==> src/rtl/mandel_video_pkg.sv <==
// Shared video types for the Mandelbrot pixel path: packed RGB sample,
// default raster size and the stream controller states.
package mandel_video_pkg;

    localparam int DEFAULT_H_ACTIVE = 640;
    localparam int DEFAULT_V_ACTIVE = 480;

    typedef struct packed {
        logic [7:0] r;
        logic [7:0] g;
        logic [7:0] b;
    } rgb24_t;

    typedef enum logic [1:0] {
        IDLE,
        RUN,
        DRAIN
    } stream_state_t;

endpackage

==> src/rtl/mandel_pixel_stream_fifo.sv <==
// Small synchronous show-ahead FIFO: the head entry is always presented on
// a registered read port, so a push into an empty FIFO is visible next cycle.
module pixel_fifo #(
    parameter int WIDTH = 24,
    parameter int DEPTH = 4
) (
    input  logic             aclk,
    input  logic             clr,
    input  logic             push,
    input  logic [WIDTH-1:0] wr_data,
    input  logic             pop,
    output logic [WIDTH-1:0] rd_data,
    output logic             full,
    output logic             empty
);

    localparam int AW = $clog2(DEPTH);

    logic [WIDTH-1:0] mem [DEPTH];
    logic [AW-1:0]    wr_ptr;
    logic [AW-1:0]    rd_ptr;
    logic [AW-1:0]    rd_ptr_next;
    logic [AW:0]      count;
    logic             push_ok;
    logic             pop_ok;

    assign full        = (count == (AW+1)'(DEPTH));
    assign empty       = (count == '0);
    assign push_ok     = push && !full;
    assign pop_ok      = pop && !empty;
    assign rd_ptr_next = pop_ok ? rd_ptr + AW'(1) : rd_ptr;

    always_ff @(posedge aclk) begin
        if (push_ok) begin
            mem[wr_ptr] <= wr_data;
        end
    end

    // The read register tracks the entry that will be at the head after this
    // edge; a same-cycle write to that slot is forwarded from wr_data.
    always_ff @(posedge aclk or posedge clr) begin
        if (clr) begin
            wr_ptr  <= '0;
            rd_ptr  <= '0;
            count   <= '0;
            rd_data <= '0;
        end else begin
            if (push_ok) begin
                wr_ptr <= wr_ptr + AW'(1);
            end
            rd_ptr <= rd_ptr_next;
            if (push_ok && !pop_ok) begin
                count <= count + (AW+1)'(1);
            end else if (pop_ok && !push_ok) begin
                count <= count - (AW+1)'(1);
            end
            if (push_ok || pop_ok) begin
                rd_data <= (push_ok && (wr_ptr == rd_ptr_next)) ? wr_data : mem[rd_ptr_next];
            end
        end
    end

endmodule

==> src/rtl/mandel_pixel_stream.sv <==
// Converts handshaked RGB pixels into a raster-ordered AXI4-Stream video
// stream with tuser/tlast framing and a frame-boundary run/stop control.
module mandel_pixel_stream #(
    parameter int H_ACTIVE   = mandel_video_pkg::DEFAULT_H_ACTIVE,
    parameter int V_ACTIVE   = mandel_video_pkg::DEFAULT_V_ACTIVE,
    parameter int FIFO_DEPTH = 4
) (
    input  logic        aclk,
    input  logic        clr,
    input  logic        run,
    input  logic        in_valid,
    output logic        in_ready,
    input  logic [7:0]  r,
    input  logic [7:0]  g,
    input  logic [7:0]  b,
    output logic [23:0] m_axis_tdata,
    output logic        m_axis_tvalid,
    input  logic        m_axis_tready,
    output logic        m_axis_tuser,
    output logic        m_axis_tlast,
    output logic        frame_done,
    output logic        busy
);

    import mandel_video_pkg::*;

    localparam int XW = (H_ACTIVE > 1) ? $clog2(H_ACTIVE) : 1;
    localparam int YW = (V_ACTIVE > 1) ? $clog2(V_ACTIVE) : 1;
    localparam logic [XW-1:0] X_LAST = XW'(H_ACTIVE - 1);
    localparam logic [YW-1:0] Y_LAST = YW'(V_ACTIVE - 1);

    stream_state_t state;
    stream_state_t state_next;

    rgb24_t        in_pix;
    rgb24_t        head_pix;
    logic          push;
    logic          pop;
    logic          full;
    logic          empty;
    logic [XW-1:0] in_x;
    logic [YW-1:0] in_y;
    logic [XW-1:0] out_x;
    logic [YW-1:0] out_y;
    logic          in_last;
    logic          out_line_end;
    logic          out_frame_end;

    assign in_pix   = {r, g, b};
    assign in_ready = (state == RUN) && !full;
    assign push     = in_valid && in_ready;
    assign pop      = !empty && m_axis_tready;

    assign in_last       = (in_x == X_LAST) && (in_y == Y_LAST);
    assign out_line_end  = (out_x == X_LAST);
    assign out_frame_end = out_line_end && (out_y == Y_LAST);

    pixel_fifo #(
        .WIDTH ($bits(rgb24_t)),
        .DEPTH (FIFO_DEPTH)
    ) u_fifo (
        .aclk    (aclk),
        .clr     (clr),
        .push    (push),
        .wr_data (in_pix),
        .pop     (pop),
        .rd_data (head_pix),
        .full    (full),
        .empty   (empty)
    );

    assign m_axis_tdata  = head_pix;
    assign m_axis_tvalid = !empty;
    assign m_axis_tuser  = !empty && (out_x == '0) && (out_y == '0);
    assign m_axis_tlast  = !empty && out_line_end;
    assign busy          = (state != IDLE) || !empty;

    always_ff @(posedge aclk or posedge clr) begin
        if (clr) begin
            state <= IDLE;
        end else begin
            state <= state_next;
        end
    end

    // Stopping is only honoured once a whole frame has been accepted, and the
    // controller idles only after that frame has fully left the FIFO.
    always_comb begin
        state_next = state;
        case (state)
            IDLE:    if (run) state_next = RUN;
            RUN:     if (push && in_last && !run) state_next = DRAIN;
            DRAIN:   if (empty && (out_x == '0) && (out_y == '0)) state_next = IDLE;
            default: state_next = IDLE;
        endcase
    end

    always_ff @(posedge aclk or posedge clr) begin
        if (clr) begin
            in_x       <= '0;
            in_y       <= '0;
            out_x      <= '0;
            out_y      <= '0;
            frame_done <= 1'b0;
        end else begin
            if (push) begin
                if (in_x == X_LAST) begin
                    in_x <= '0;
                    in_y <= (in_y == Y_LAST) ? '0 : in_y + YW'(1);
                end else begin
                    in_x <= in_x + XW'(1);
                end
            end
            if (pop) begin
                if (out_line_end) begin
                    out_x <= '0;
                    out_y <= (out_y == Y_LAST) ? '0 : out_y + YW'(1);
                end else begin
                    out_x <= out_x + XW'(1);
                end
            end
            frame_done <= pop && out_frame_end;
        end
    end

endmodule
==> config.mk <==
export PLATFORM = sky130hd
export DESIGN_NAME = mandel_pixel_stream
export DESIGN_NICKNAME = d
export VERILOG_FILES = /design/src/rtl/mandel_video_pkg.sv /design/src/rtl/mandel_pixel_stream_fifo.sv /design/src/rtl/mandel_pixel_stream.sv
export SDC_FILE = /design/constraint.sdc
export NUM_CORES = 1
export LEC_CHECK = 0
export ABC_AREA = 1
export CAP_MARGIN = 40
export CORE_MARGIN = 2
export CORE_UTILIZATION = 63
export DETAILED_ROUTE_END_ITERATION = 16
export GPL_ROUTABILITY_DRIVEN = 0
export GPL_TIMING_DRIVEN = 0
export MAX_ROUTING_LAYER = met4
export PLACE_DENSITY = 0.85
export SLEW_MARGIN = 20
export SYNTH_ARGS = -nofsm -noshare
export SYNTH_HDL_FRONTEND = slang
export SYNTH_SLANG_ARGS = --single-unit
==> constraint.sdc <==
create_clock -name aclk -period 5.1 [get_ports aclk]
set_clock_uncertainty 0.15 [all_clocks]
set_input_delay 0.51 -clock aclk [delete_from_list [all_inputs] [get_ports aclk]]
set_output_delay 0.51 -clock aclk [all_outputs]
set_load 0.02 [all_outputs]
==> results.toml <==
[status]
status = "finished clean"

[setup_path]
crit_type = "reg -> out"
reg2reg_depth = 10
rr_endpoint = "u_fifo.rd_data[19]"
path_cells = "inv_1 > ha_1 > nand3_1 > nor4_1 > and3_1 > clkdlybuf4s50_1"
path_delay_family = "buffers and inverters"
worst_path_max_delay_cell = "clkdlybuf4s50_1"
arrival_ns = 2.39
required_ns = 4.44
end_kind = "output pin"
r2r-start = "u_fifo.count[0]"
critPathBufInv = 2
slowest_delay_ns = 0.60
cp_max_fo = 4
ff2ff_setup_slack_ns = 2.16
worstSetupStartpointType = "flop"

[placed_design]
dpl.hpwl_mm = 12.3
dp_cells = 1048
place_ws_ns = 2.03
portBuffers = 58

[drt]
vias = 6377
first_iter_violations = 813
drt_pass1_iterations = 8
wire_per_inst_um = 17.6
vias_per_cell = 5.90
wl_mm = 19.0
drc = 0
drtAntennaViolNets = 0

[clocking]
clock_sinks = 168
clock_path_buffers = 2
cts_tree = "built"
ctsRootBufferMaster = "clkbuf_16"
cts_resized = 0
cts_htree_levels = 4
post_cts_buffers = 0
cts_made_buffers = 17
clk_pin_slew_ns = 0.06
clk_latency_ns = 0.43
holdBufCountCts = 0

[die]
die_area_mm2 = 0.0134
ioPinCount = 59
die_x_um = 116
core-area_mm2 = 0.0121
start_util_pct = 65.2
die-height_um = 116
rows = 40

[synthesis]
synth.distinct_cells = 35
synth_seq_cells = 168
syn_area_mm2 = 0.00789
synth_enable_flop_cells = 96
synthCells = 820
syn_area_per_cell_um2 = 9.63
yosys_warnings = 0
ys.flop_type = "edfxtp_1"
synth_fp_nets = 862
synthArstFlopShare_pct = 42.9
ys_seq_area_share_pct = 59.3

[timing]
hold_ws_ns = 0.213
fmax_mhz = 328
finalCritPeriodShare_pct = 59.8
min_period_ns = 3.05
worst_pin_slew_ns = 0.838
finalSetupTns_ns = 0
fin_ws_ns = 2.05
slew_headroom_pct = 44.0
setup_viol = 0
slew_viol_final = 0
hold_viol_final = 0
rsz0062_at_grt = "no"

[finish]
layout.cells.non_filler = 1080
nets = 941
drive_above_1_share_pct = 8.88
num-fill-cells = 790
antenna_cells = 0
syn_to_final_growth_pct = 18.6

[worst_hold_path]
hp-class = "in -> async"

[grt]
overflow = 0
grt_pass1_wl_mm = 30.0
grt_pass1_vias = 6157
grt_antenna_before_repair = 0
grt_max_degree = 59
grt_usage_pct = 30.4

[power]
peakVddDrop_uv = 400
power.density_mw_per_mm2 = 600
p_leak_uw = 0.00408

[run]
max_cap_violations = 0
[how the worst max path moves through the flow]
stage	start	endpoint	slack, ns	cells past startpoint
after floorplan	clr	frame_done	2.62	1
after global placement	in_valid	u_fifo.mem[0][0]	1.39	4
after detailed placement	in_valid	u_fifo.rd_data[19]	2.03	9
after CTS	out_x[5]	m_axis_tuser	2.06	5
after global routing	out_x[0]	m_axis_tuser	1.92	6
final	out_x[0]	m_axis_tuser	2.05	6
[power by group]
group	switching (uW)	total, uW	internal, uW
clock	523	1280	762
combinational	1540	2330	791
sequential	191	2010	1820
[metal layers]
| layer | wire [um] | track usage, % |
|---|---|---|
| met4 | 470 | 12.4 |
| met5 | 0 | - |
| met1 | 7430 | 38.1 |
| met2 | 9590 | 48.4 |
| met3 | 1540 | 6.90 |
[flip-flops by register name (all words and copies together) (netlist names)]
name	cells
u_fifo.mem	96
u_fifo.rd_data	24
in_x	10
out_x	10
in_y	9
out_y	9
u_fifo.count	3
state	2
u_fifo.rd_ptr	2
u_fifo.wr_ptr	2
frame_done	1
[placed cells by master, fill, tap and decap left out, types with 2 or more instances in the layout]
cell,count
buf_6,3
clkbuf_1,10
inv_2,3
bufinv_16,3
xnor2_1,2
or2_2,2
nand4_1,41
buf_16,2
clkinv_1,5
buf_4,4
nand2_4,4
clkdlybuf4s50_1,58
mux2_2,2
nor2_4,5
nand3b_1,3
nand2_1,186
inv_1,85
edfxtp_1,96
xor2_1,16
nor3_1,17
ha_1,12
dfrtp_1,72
nor2_1,27
o21ai_0,26
clkbuf_16,17
a21oi_1,7
nor3_2,2
nand3_1,160
nand2_2,4
clkinvlp_4,5
buf_2,19
and3_1,2
[kinds of logic (layout without fill, tap and decap cells)]
kind of cell,Yosys count,after routing,synth area share [%]
flops,168,168,59.3
mux,2,2,0.285
xor+xnor,18,18,2.00
buf+inv,128,220,6.88
fa+ha+maj,13,13,2.16
simple gates,455,455,27.0
compound gates,36,36,2.36
[synthesized netlist by cell type (2+ instances only)]
library cell,number,area [um^2]
or2_2,2,12.5
buf_2,19,95.1
and3_1,2,12.5
nor2_1,31,116
nand4_1,41,257
xnor2_1,2,17.5
nand2_2,4,25.0
mux2_2,2,22.5
nand3_1,160,801
buf_6,3,33.8
inv_1,86,323
buf_4,4,30.0
dfrtp_1,72,1800
ha_1,12,150
o21ai_0,26,130
nor3_2,2,20.0
clkinv_1,2,7.51
nand2_4,4,45.0
nand2_1,186,698
nor3_1,17,85.1
edfxtp_1,96,2880
a21oi_1,7,35.0
clkbuf_1,9,33.8
inv_2,3,11.3
nand3b_1,3,22.5
xor2_1,16,140
[area by class of cell]
cell class	count	area (um^2)	share of cell area, %
flip-flops and latches	168	4680	50.1
inverters	91	344	3.68
clock buffers	18	429	4.59
clock inverters	14	158	1.68
well taps	168	210	2.25
repair buffers	60	636	6.79
plain buffers	37	201	2.15
multi-input cells	524	2700	28.8
[metrics by stage]
step	instance area, um^2	utilization, %	total power, uW
finish	9360	77.3	5620
floorplan	7890	-	3490
global route	9360	77.3	5920
global placement	8680	71.7	4130
CTS	9360	77.3	5580
detailed placement	8770	72.4	4280
Power figures use the tool's default switching activity.
